[config.mk]
export PLATFORM = sky130hd
export DESIGN_NAME = kw_fifo_ctrl_1ra_1ws
export DESIGN_NICKNAME = d
export VERILOG_FILES = /design/src/rtl/kw_fifo_ctrl_1ra_1ws.sv
export SDC_FILE = /design/constraint.sdc
export NUM_CORES = 1
export LEC_CHECK = 0
export ABC_AREA = 1
export CORE_AREA = 3 3 412 414
export CTS_CLUSTER_SIZE = 14
export DETAILED_ROUTE_END_ITERATION = 6
export DIE_AREA = 0 0 415 417
export DONT_BUFFER_PORTS = 1
export GPL_TIMING_DRIVEN = 0
export PLACE_DENSITY_LB_ADDON = 0.2
export SYNTH_ARGS = -nofsm -noshare
export SYNTH_HDL_FRONTEND = slang
export SYNTH_SLANG_ARGS = --single-unit
[constraint.sdc]
create_clock -name clock -period 3.4 [get_ports clock]
set_input_delay 0.85 -clock clock [delete_from_list [all_inputs] [get_ports clock]]
set_output_delay 0.85 -clock clock [all_outputs]
set_load 0.05 [all_outputs]
[src/rtl/kw_fifo_ctrl_1ra_1ws.sv]
// -----------------------------------------------------------------------------
// kw_fifo_ctrl_1ra_1ws
//
// FIFO controller that drives an external RAM. The RAM has one asynchronous
// read port and one synchronous write port. The block holds only the read
// pointer, the write pointer, the occupancy count and two sticky error flags.
// Payload storage lives in the attached RAM. The head entry is read
// combinationally through ram_rd_addr/ram_data_out, so out_data has no
// output register. The write-to-read latency is one cycle.
//
// Ports
//   clock, reset       sole clock; asynchronous active-high reset
//   flush              synchronous clear of all entries (beats push/pop)
//   in_valid/in_ready  push handshake; in_data is the push payload
//   out_valid/out_ready pop handshake; out_data is the head entry payload
//   ram_cs_n, ram_we_n active-low RAM select/write, both equal to !push
//   ram_wr_addr        write pointer; ram_data_in mirrors in_data
//   ram_rd_addr        read pointer; ram_data_out returns the head entry
//   count              occupancy, 0..DEPTH
//   full/empty/almost_full  decoded from the registered count
//   overflow/underflow sticky error flags, cleared by reset or flush
// -----------------------------------------------------------------------------
module kw_fifo_ctrl_1ra_1ws #(
    parameter int DATA_WIDTH = 256,
    parameter int DEPTH      = 32,
    parameter int ADDR_WIDTH = $clog2(DEPTH),
    parameter int AF_LEVEL   = DEPTH - 2
) (
    input  logic                  clock,
    input  logic                  reset,
    input  logic                  flush,
    input  logic                  in_valid,
    output logic                  in_ready,
    input  logic [DATA_WIDTH-1:0] in_data,
    output logic                  out_valid,
    input  logic                  out_ready,
    output logic [DATA_WIDTH-1:0] out_data,
    output logic                  ram_cs_n,
    output logic                  ram_we_n,
    output logic [ADDR_WIDTH-1:0] ram_wr_addr,
    output logic [ADDR_WIDTH-1:0] ram_rd_addr,
    output logic [DATA_WIDTH-1:0] ram_data_in,
    input  logic [DATA_WIDTH-1:0] ram_data_out,
    output logic [ADDR_WIDTH:0]   count,
    output logic                  full,
    output logic                  empty,
    output logic                  almost_full,
    output logic                  overflow,
    output logic                  underflow
);

    // DEPTH does not have to be a power of two, so the pointers wrap explicitly.
    localparam logic [ADDR_WIDTH-1:0] LAST_ADDR = ADDR_WIDTH'(DEPTH - 1);
    localparam logic [ADDR_WIDTH:0]   DEPTH_CNT = (ADDR_WIDTH + 1)'(DEPTH);
    localparam logic [ADDR_WIDTH:0]   AF_CNT    = (ADDR_WIDTH + 1)'(AF_LEVEL);

    logic [ADDR_WIDTH-1:0] wr_ptr_q, wr_ptr_d;
    logic [ADDR_WIDTH-1:0] rd_ptr_q, rd_ptr_d;
    logic [ADDR_WIDTH:0]   count_q, count_d;
    logic                  overflow_q, overflow_d;
    logic                  underflow_q, underflow_d;
    logic                  push;
    logic                  pop;

    // The status flags come only from the registered count. Because of this,
    // the handshake outputs never depend combinationally on in_valid or out_ready.
    assign full        = (count_q == DEPTH_CNT);
    assign empty       = (count_q == '0);
    assign almost_full = (count_q >= AF_CNT);

    assign in_ready  = !full && !flush;
    assign out_valid = !empty;

    // in_ready stays high while reset is asserted because the count is zero.
    // For that reason, push is also gated by reset, so no RAM write can be
    // issued during reset.
    assign push = in_valid && in_ready && !reset;
    assign pop  = out_valid && out_ready;

    assign ram_cs_n    = !push;
    assign ram_we_n    = !push;
    assign ram_wr_addr = wr_ptr_q;
    assign ram_data_in = in_data;
    assign ram_rd_addr = rd_ptr_q;
    assign out_data    = ram_data_out;

    assign count     = count_q;
    assign overflow  = overflow_q;
    assign underflow = underflow_q;

    always_comb begin
        // NOTE: every _d starts from its _q value, so no path leaves a signal
        // unassigned and no latch is inferred.
        wr_ptr_d    = wr_ptr_q;
        rd_ptr_d    = rd_ptr_q;
        count_d     = count_q;
        overflow_d  = overflow_q | (in_valid & full);
        underflow_d = underflow_q | (out_ready & empty);

        if (flush) begin
            wr_ptr_d    = '0;
            rd_ptr_d    = '0;
            count_d     = '0;
            overflow_d  = 1'b0;
            underflow_d = 1'b0;
        end else begin
            if (push) begin
                wr_ptr_d = (wr_ptr_q == LAST_ADDR) ? '0 : wr_ptr_q + 1'b1;
            end
            if (pop) begin
                rd_ptr_d = (rd_ptr_q == LAST_ADDR) ? '0 : rd_ptr_q + 1'b1;
            end
            case ({push, pop})
                2'b10:   count_d = count_q + 1'b1;
                2'b01:   count_d = count_q - 1'b1;
                default: count_d = count_q;
            endcase
        end
    end

    always_ff @(posedge clock or posedge reset) begin
        if (reset) begin
            wr_ptr_q    <= '0;
            rd_ptr_q    <= '0;
            count_q     <= '0;
            overflow_q  <= 1'b0;
            underflow_q <= 1'b0;
        end else begin
            // NOTE: non-blocking assignments let all flops update together at
            // the edge, whatever order the statements appear in.
            wr_ptr_q    <= wr_ptr_d;
            rd_ptr_q    <= rd_ptr_d;
            count_q     <= count_d;
            overflow_q  <= overflow_d;
            underflow_q <= underflow_d;
        end
    end

endmodule

==> results of run 1 <==
registers in the layout, indices dropped and copies added (netlist names):
name and count:
count 6, overflow 1, ram_rd_addr 5, ram_wr_addr 5, underflow 1
cells by family (layout without fill, tap and decap cells):
kind of cell             after synthesis  count (layout)  share of synthesized area, %
adder cells (fa/ha/maj)                9               9                          2.39
XOR/XNOR                               3               3                         0.522
AO/OA/AOI/OAI                         25              25                          2.74
buffers and inverters                528             532                          77.8
other                                  0              48                             0
AND/OR/NAND/NOR                       69              69                          7.56
flip-flops                            18              18                          8.95
cells in the final DEF (no fill, tap or decap), types with 3 or more instances in the layout:
cell type and count:
sky130_fd_sc_hd__o21ai_1 7, sky130_fd_sc_hd__inv_1 11, sky130_fd_sc_hd__nor2_4 3, sky130_fd_sc_hd__a21oi_1 9, sky130_fd_sc_hd__xnor2_1 3, sky130_fd_sc_hd__diode_2 48
sky130_fd_sc_hd__nor2_2 4, sky130_fd_sc_hd__buf_4 513, sky130_fd_sc_hd__ha_1 8, sky130_fd_sc_hd__nand3_1 20, sky130_fd_sc_hd__clkbuf_16 3, sky130_fd_sc_hd__nor2_1 8
sky130_fd_sc_hd__nand2_1 25, sky130_fd_sc_hd__dfrtp_1 16, sky130_fd_sc_hd__o21ai_0 5
per-stage QoR:
| stage | total power, W | instance area (um2) | hold WS (ps) | util [%] |
|---|---|---|---|---|
| after floorplan | 0.00258 | 5030 | 783 | - |
| after global placement | 0.00318 | 7790 | 833 | 4.67 |
| after detailed placement | 0.00317 | 7790 | 837 | 4.67 |
| after CTS | 0.00349 | 7890 | 722 | 4.73 |
| after global routing | 0.00352 | 7910 | 734 | 4.74 |
| final | 0.00335 | 8010 | 687 | 4.81 |
path summary, 6_finish.rpt:
kind	from	endpoint	slack, ps	cells after the start
worst min register to register	count[0]	count[0]	770	2
max in group asynchronous	reset	count[0]	2060	1
min in group clock	in_valid	overflow	740	2
worst min-delay path	reset	ram_wr_addr[1]	690	1
worst max register to register	count[3]	count[5]	280	13
worst max-delay path	count[3]	count[5]	280	13
power breakdown:
part,internal (W),switching [W]
logic,0.000566,0.00198
registers,0.000251,0.000260
clock network,0.000181,0.000116
total,0.000998,0.00235
cell type report:
class,count,area [um2]
fillers,19757,159000
plain buffers,514,3860
inverters,14,55.1
well taps,2204,2760
flip-flops and latches,18,453
multi-input cells,106,672
clock buffers,4,88.8
diodes,48,120
routing by layer:
metal	vias up	routed length, um
met3	112	15500
met2	503	33300
met1	1896	23200
met4	70	1000
li1	1576	-
met5	-	445
==> results.md, run 1 <==
- The run finished with clean final reports.
- The total die area is 0.173 mm2.
- The floorplan step defined a core boundary enclosing 0.167 mm2.
- Measured against its own limit, the worst slew margin works out to 34.7%.
- The routing layer with the top usage in global route is met2.
- Counting both buffers and inverters, the worst setup path holds a total of 2.
- The initial utilization of the core area, before any placement, comes to 3.02%.
- Setup repair after global routing left no endpoint under its margin.
- After global routing the overflow that remains totals 0.
- The cell area after technology mapping is 0.00503 mm2.
- The first global-routing pass estimated 79100 um of wire.
- The leading area contributor after synthesis is sky130_fd_sc_hd__buf_4.
- Of all flip-flops after synthesis, the portion carrying an async set or reset was 100%.
- The maximum root-to-sink buffer count is 2.
- The floorplan step set the die height to 417 um.
- The proportion of netlist area held by the largest area contributor is 76.5%.
- After synthesis, the cell types taking the most area are sky130_fd_sc_hd__buf_4, sky130_fd_sc_hd__dfrtp_1, sky130_fd_sc_hd__ha_1.
- Setup violations remaining at the end of the flow were counted as 0.
- The setup clock skew after layout is 4.87 ps.
- The level count of the clock H-tree is 1.
- The slowest cell on the critical path is sky130_fd_sc_hd__dfrtp_1.
- The prevailing post-synth register cell is sky130_fd_sc_hd__dfrtp_1.
- The CTS root buffer is sky130_fd_sc_hd__clkbuf_16.
- The number of synthesized flops with an enable pin is 0.
- The count of unresolved DRC violations after routing is 0.
- Before antenna repair, the detailed router went through 4 iterations.
- In the post-route analysis, the smallest setup slack over all paths is 281 ps.
- The number of buffers inserted by hold repair at cts is 0.
- The clock input transition at the sequential cells of the worst setup and hold paths is 70 ps.
- Detailed placement ended at an HPWL of 71500 um.
- The clock latency on the worst-skew pair is 270 ps.
- The number of different library cells used by synthesis comes to 27.
- The number of nets with antenna violations after routing is 0.
- The path class of the tightest hold or removal check is in2async.
- The maximum frequency from static timing analysis is 0.321 GHz.
- The worst path uses 91.7% of the clock period.
- The quantity of gates resized following cts is 1.
- The routability congestion estimate from global placement is 0.904.
- Prior to clock tree synthesis, the placed netlist has a worst setup slack of -194 ps.
- The most common cell type on the critical path is sky130_fd_sc_hd__nand3_1.
- The share of cells above drive strength 1 is 82.2%.
- Sequential cells were found to cover 8.95% of the synthesized design area.
- Dividing total power by cell area gives a power density of 418 mW/mm2.
- The met1 routing resource usage after global routing is 7.35%.
- After routing, the total negative slack on setup checks comes to 0 ps.
- For this block, the via count after detailed routing is 4157.
- For the pin with the worst max-slew slack, the measured transition is 974 ps.
- The worst-case IR drop observed on VDD is 0.177 mV.
- The worst path needs 3120 ps of the cycle, external delays included.
- For met2 alone, demand over resource in global routing was 12.2%.
- The number of buffers created by CTS is 3.
- The first-iteration detailed-routing DRC count is 231.
- The most frequent cell after synthesis is sky130_fd_sc_hd__buf_4.
- The largest net degree at the start of global routing is 19.
- The critical path goes through nor2_2 -> nand3_4 -> nand2_4 -> inv_4 -> nand2_8 -> inv_1 -> ha_1 -> a21oi_1 -> o21ai_0 -> nor2_1 -> nand3_1 -> nand3_1 -> nand2_1.
- The kind of cell with the highest combined delay along the critical path is simple AND/OR/NAND/NOR gates.
- The number of standard cells in the final layout excluding fillers is 2908.
- In this run the mean area of a mapped cell was 7.72 um2.
- TritonCTS built the clock tree.
- After synthesis the netlist holds a flip-flop and latch count of 18.
- For this design the static power due to leakage is 3.11 nW.
- The number of global-route vias before repair is 3673.
- The mean routed wirelength per cell is 25.2 um.
- By count the netlist is led by sky130_fd_sc_hd__buf_4, sky130_fd_sc_hd__nand2_1, sky130_fd_sc_hd__nand3_1.
- During I/O placement, the number of pins put on the boundary was 1054.
- The final count of hold timing violations is 0.
- For this design, the sink count on the clock tree is 18.
- Buffers added to address setup during post-CTS repair amount to 0.
- The die boundary width is 415 um.
- In the synthesized netlist, the number of instances is 652.
- The number of rows created at floorplan is 150.
- During placement, the flow inserted port buffers numbering 0.
- The number of nets in the final layout is 1183.
- The placed instance count is 2856.
- The worst endpoint required time is 3570 ps.
- By startpoint and endpoint, the worst setup path is classified as reg2reg.
- The kind of start point of the critical path is a register.
- After detailed routing, the total wire length is 73400 um.
- The initial antenna violation count is 117.
- Yosys printed 0 warnings.
- Along the worst path, the maximum fanout reaches 6.
- The max-slew violation count is 0.
- In this design, the stage delay of the slowest critical-path cell is 650 ps.
- Global routing consumed, over all layers together, 7.81% of the routing resources.
- Synthesis produced a netlist with a net count of 1178.
- Global routing consumed, on the met3 layer, 7.98% of the routing resources.
- The worst setup path is captured at a register.
- The arrival time at the worst endpoint is 3290 ps.
- The signed area change from the synthesized netlist to the final layout is 59.1%.
- Using the TritonRoute via totals, the vias-per-cell ratio works out to 1.43.
- The total of max-cap violations is 0.
Note: power is estimated with default switching activity, not from simulation.
==> run 2, diff against run 1 <==
--- a/config.mk
+++ b/config.mk
@@ -5,11 +5,10 @@
 export SDC_FILE = /design/constraint.sdc
 export NUM_CORES = 1
 export LEC_CHECK = 0
-export ABC_AREA = 1
-export CORE_AREA = 3 3 412 414
+export CORE_AREA = 3 3 409 411
 export CTS_CLUSTER_SIZE = 14
 export DETAILED_ROUTE_END_ITERATION = 6
-export DIE_AREA = 0 0 415 417
+export DIE_AREA = 0 0 412 414
 export DONT_BUFFER_PORTS = 1
 export GPL_TIMING_DRIVEN = 0
 export PLACE_DENSITY_LB_ADDON = 0.2
==> run 2 against run 1 <==
- sequential cell count is the same
- maximum frequency shrank 3.3%
- clock skew grew 7.1 ps
- design area decreased by 0.70%
- largest power group unchanged
- synthesized cell count is 3.8% lower
- critical endpoint unchanged
- power increased by 2.9%
==> results.md, run 2 <==
- The flow ran to the end, and the final reports show no timing, DRC or antenna violations.
- The maximum fanout along the worst path is 6 (unchanged).
- The maximum frequency from static timing analysis is 0.310 GHz (-3.3%).
- The share of the yosys chip area belonging to registers is 9.06% (+0.11 points).
- The maximum resistive drop on vdd came to 0.204 mV (+15%).
- The aggregate global-route resource usage is 7.89% (+0.076 points).
- The share of async-settable or async-resettable flops after synthesis is 100% (unchanged).
- The count of warnings emitted by yosys is 0 (unchanged).
- The synthesized flop and latch total came to 18 (unchanged).
- The die boundary width was 412 um (-0.72%).
- The number of top-level pins was 1054 (unchanged).
- The compound-gate portion of the synthesized area was 3.75% (+1.0 points).
- The min-delay analysis places its worst path in the category in2async.
- The proportion of netlist area held by the largest area contributor is 77.4% (+0.90 points).
- The post-synthesis mux area share is 1.43% (+1.4 points).
- The utilization after layout was 4.84% (+0.031 points).
- The signed area change from the synthesized netlist to the final layout is 59.9%.
- The count of different cell masters after synthesis came to 35 (+30%).
- The first-iteration detailed-routing DRC count is 129 (-44%).
- The worst setup path is launched from a register.
- Setup repair after global routing left no endpoint under its margin.
- The cell area after technology mapping is 0.00497 mm2 (-1.2%).
- The total of max-cap violations is 0 (unchanged).
- The minimum setup slack after placement is -952 ps (-758 ps).
- The fraction of the cycle the final worst path needs was 94.9% (+3.2 points).
- The clock input transition at the sequential cells of the worst setup and hold paths is 80 ps (about the same).
- The total die area is 0.171 mm2 (-1.4%).
- The endpoint type of the worst setup path is a register.
- The number of buffer cells added on primary ports was 0 (unchanged).
- The tree is rooted in a sky130_fd_sc_hd__clkbuf_16.
- The number of rows created at floorplan is 149 (-0.67%).
- The level count of the clock H-tree is 1 (unchanged).
- The flop-to-flop setup slack was 170 ps (-110 ps).
- The vias after detailed routing is 4114 (-1.0%).
- The worst-case headroom to the max-slew limit is 43.1% (+8.4 points).
- The maximum root-to-sink buffer count is 2 (unchanged).
- The number of nets with antenna violations after routing is 0 (unchanged).
- The routability congestion estimate from global placement is 0.892 (-1.3%).
- The area of all placed cells without fillers is 0.00795 mm2 (-0.70%).
- The number of synthesized flops with an enable pin came to 0 (unchanged).
- The number of buffers created by CTS came to 3 (unchanged).
- The top cell types in the final layout, fill and taps aside, are sky130_fd_sc_hd__buf_4, sky130_fd_sc_hd__nor2_1, sky130_fd_sc_hd__a21oi_1, sky130_fd_sc_hd__dfrtp_1, sky130_fd_sc_hd__ha_1.
- The worst-margin pin slew is 854 ps (-120 ps).
- The worst hold margin is 452 ps (-235 ps).
- The XOR/XNOR share of the synthesized area was 1.26% (+0.74 points).
- The depth of the most critical reg-to-reg path came to 10 (-3).
- The setup clock skew after layout is 12.0 ps (+7.15 ps).
- The fraction of the mapped netlist area in simple logic gates is 4.00% (-3.6 points).
- The number of instances in the synthesized netlist is 627 (-3.8%).
- The die height was 414 um (-0.72%).
- The prevailing post-synth register cell is sky130_fd_sc_hd__dfrtp_1.
- The global-route wire length before repair is 78300 um (-0.98%).
- The total placed instance area is 0.00773 mm2 (-0.74%).
- The remaining global-route overflow is 0 (unchanged).
- The library cell used most frequently in the layout, excluding fill and tap cells, is sky130_fd_sc_hd__buf_4.
- The most common cell in the synthesized netlist is sky130_fd_sc_hd__buf_4.
- The placeable core area came to 0.164 mm2 (-1.3%).
- The final critical delay including setup and external delays is 3230 ps (+108 ps).
- The count of unresolved DRC violations after routing is 0 (unchanged).
- The area share of fa/ha/maj cells after synthesis is 2.42% (+0.028 points).
- The largest family of logic cells by synthesized area is buffers and inverters.
- Sorting the synthesized cells by how often they occur yields sky130_fd_sc_hd__buf_4, sky130_fd_sc_hd__nor2_1, sky130_fd_sc_hd__dfrtp_1.
- The share of cells above drive strength 1 is 85.9% (+3.8 points).
- The TritonCTS sink count came to 18 (unchanged).
- The max-slew violation count is 0 (unchanged).
- The synthesized net count is 1153 (-2.1%).
- The setup violation total in the final timing report is 0 (unchanged).
- The largest net degree at the start of global routing is 12 (-7).
- The leading area contributor after synthesis is sky130_fd_sc_hd__buf_4.
- The routed wire length was 72200 um (-1.7%).
- The clock latency on the worst-skew pair was 300 ps (+30 ps).
- The arrival time at the worst endpoint is 3410 ps (+120 ps).
- The number of nets in the final layout was 1160 (-1.9%).
- The number of global-route vias before repair came to 3691 (+0.49%).
- The number of detailed-routing iterations run before antenna repair came to 4 (unchanged).
- The final count of hold timing violations came to 0 (unchanged).
- The total power divided by cell area is 434 mW/mm2 (+3.6%).
- The mean routed wirelength per cell is 25.4 um (+0.59%).
- The per-cell via count in the routed design is 1.45 (+1.3%).
- The flip-flop count of the largest register after layout is 6 (unchanged).
- The leakage power total is 3.09 nW (-0.46%).
- The detailed placer's ending HPWL was 69900 um (-2.2%).
- The mean area per synthesized cell was 7.93 um2 (+2.8%).
- The final worst slack came to 174 ps (-108 ps).
- The worst endpoint required time was 3580 ps (about the same).
- TritonCTS built the clock tree.
- The critical path class is reg2reg.
- The starting density of the core was 3.02% (+0.0052 points).
- The initial antenna violation count is 104 (-11%).
- In the post-synthesis netlist, the biggest area contributors are sky130_fd_sc_hd__buf_4, sky130_fd_sc_hd__dfrtp_1, sky130_fd_sc_hd__ha_1.
-- run 2: cell types whose count changed in the layout (fill, tap and decap cells not counted), sizes merged, moves of 3 or more --
cell | before | now
buf | 514 | 517
nor2 | 15 | 19
diode | 48 | 19
inv | 14 | 3
nand2 | 30 | 2
nand3 | 23 | 2
nand3b | 0 | 3
o21ai | 12 | 8
mux2i | 0 | 6
-- run 2: kinds of logic after synthesis --
kind of cell / after synthesis
buf+inv: 521
simple gates: 38
compound gates: 29
flops: 18
fa+ha+maj: 9
mux: 7
xor+xnor: 5
-- run 2: per-layer routing --
metal	global-route usage [%]	wire length (um)	vias to the layer above
met5	0	274	-
met4	0.341	993	40
met3	7.86	15100	172
met2	13.2	34000	623
met1	7.08	21800	1799
li1	-	-	1480
-- run 2: repair_timing --
| action | in CTS | in global routing |
|---|---|---|
| setup endpoints to repair | 10 | 2 |
| gates resized for setup | 19 | 4 |
| setup buffers | 1 | 0 |
| pin swaps | 1 | 3 |
| cloned | 0 | 0 |
| hold buffers | 0 | 0 |
-- run 2: report_power, final --
group          internal, W  leakage (nW)  switching [W]
Sequential        0.000259         0.237       0.000299
Clock             0.000182        0.0443       0.000161
Combinational     0.000624          2.81        0.00192
Total              0.00107          3.09        0.00238
-- run 2: final timing paths --
check | from | endpoint
hold / removal | reset | overflow
min in group clock | out_ready | underflow
max in group asynchronous | reset | underflow
hold reg to reg | count[1] | count[1]
setup reg to reg | count[4] | count[5]
setup / recovery | count[4] | count[5]
-- run 2: area by class of cell --
cell class | count | area [um2]
repair buffers | 2 | 40.0
fillers | 19470 | 156000
diodes | 19 | 47.5
multi-input cells | 88 | 674
inverters | 4 | 18.8
flip-flops and latches | 18 | 460
clock buffers | 4 | 88.8
well taps | 2189 | 2740
plain buffers | 517 | 3880
-- run 2: worst max-delay path, cell delays in order, from the launching register on --
cell and delay [ps]:
sky130_fd_sc_hd__dfrtp_2 580, sky130_fd_sc_hd__or4b_4 640, sky130_fd_sc_hd__o21ai_4 190, sky130_fd_sc_hd__buf_12 160, sky130_fd_sc_hd__and2b_4 210, sky130_fd_sc_hd__ha_1 260
sky130_fd_sc_hd__a211oi_2 200, sky130_fd_sc_hd__o21bai_1 100, sky130_fd_sc_hd__a21oi_1 180, sky130_fd_sc_hd__mux2i_1 230, sky130_fd_sc_hd__mux2_2 340
-- run 2: through the flow --
| stage | TNS, ps | cells | total power (W) |
|---|---|---|---|
| floorplan | 0 | 627 | 0.00255 |
| global placement | -3680 | 2816 | 0.00313 |
| detailed placement | -3550 | 2817 | 0.00312 |
| CTS | 0 | 2822 | 0.00357 |
| global route | 0 | 2822 | 0.00366 |
| finish | 0 | 2841 | 0.00345 |
==> run 3, diff against run 2 <==
--- a/config.mk
+++ b/config.mk
@@ -5,10 +5,11 @@
 export SDC_FILE = /design/constraint.sdc
 export NUM_CORES = 1
 export LEC_CHECK = 0
-export CORE_AREA = 3 3 409 411
+export ABC_AREA = 1
+export CORE_AREA = 3 3 412 414
 export CTS_CLUSTER_SIZE = 14
 export DETAILED_ROUTE_END_ITERATION = 6
-export DIE_AREA = 0 0 412 414
+export DIE_AREA = 0 0 415 417
 export DONT_BUFFER_PORTS = 1
 export GPL_TIMING_DRIVEN = 0
 export PLACE_DENSITY_LB_ADDON = 0.2
==> results of run 3 <==
Final layout, timing and power as in run 1 (identical DEF).
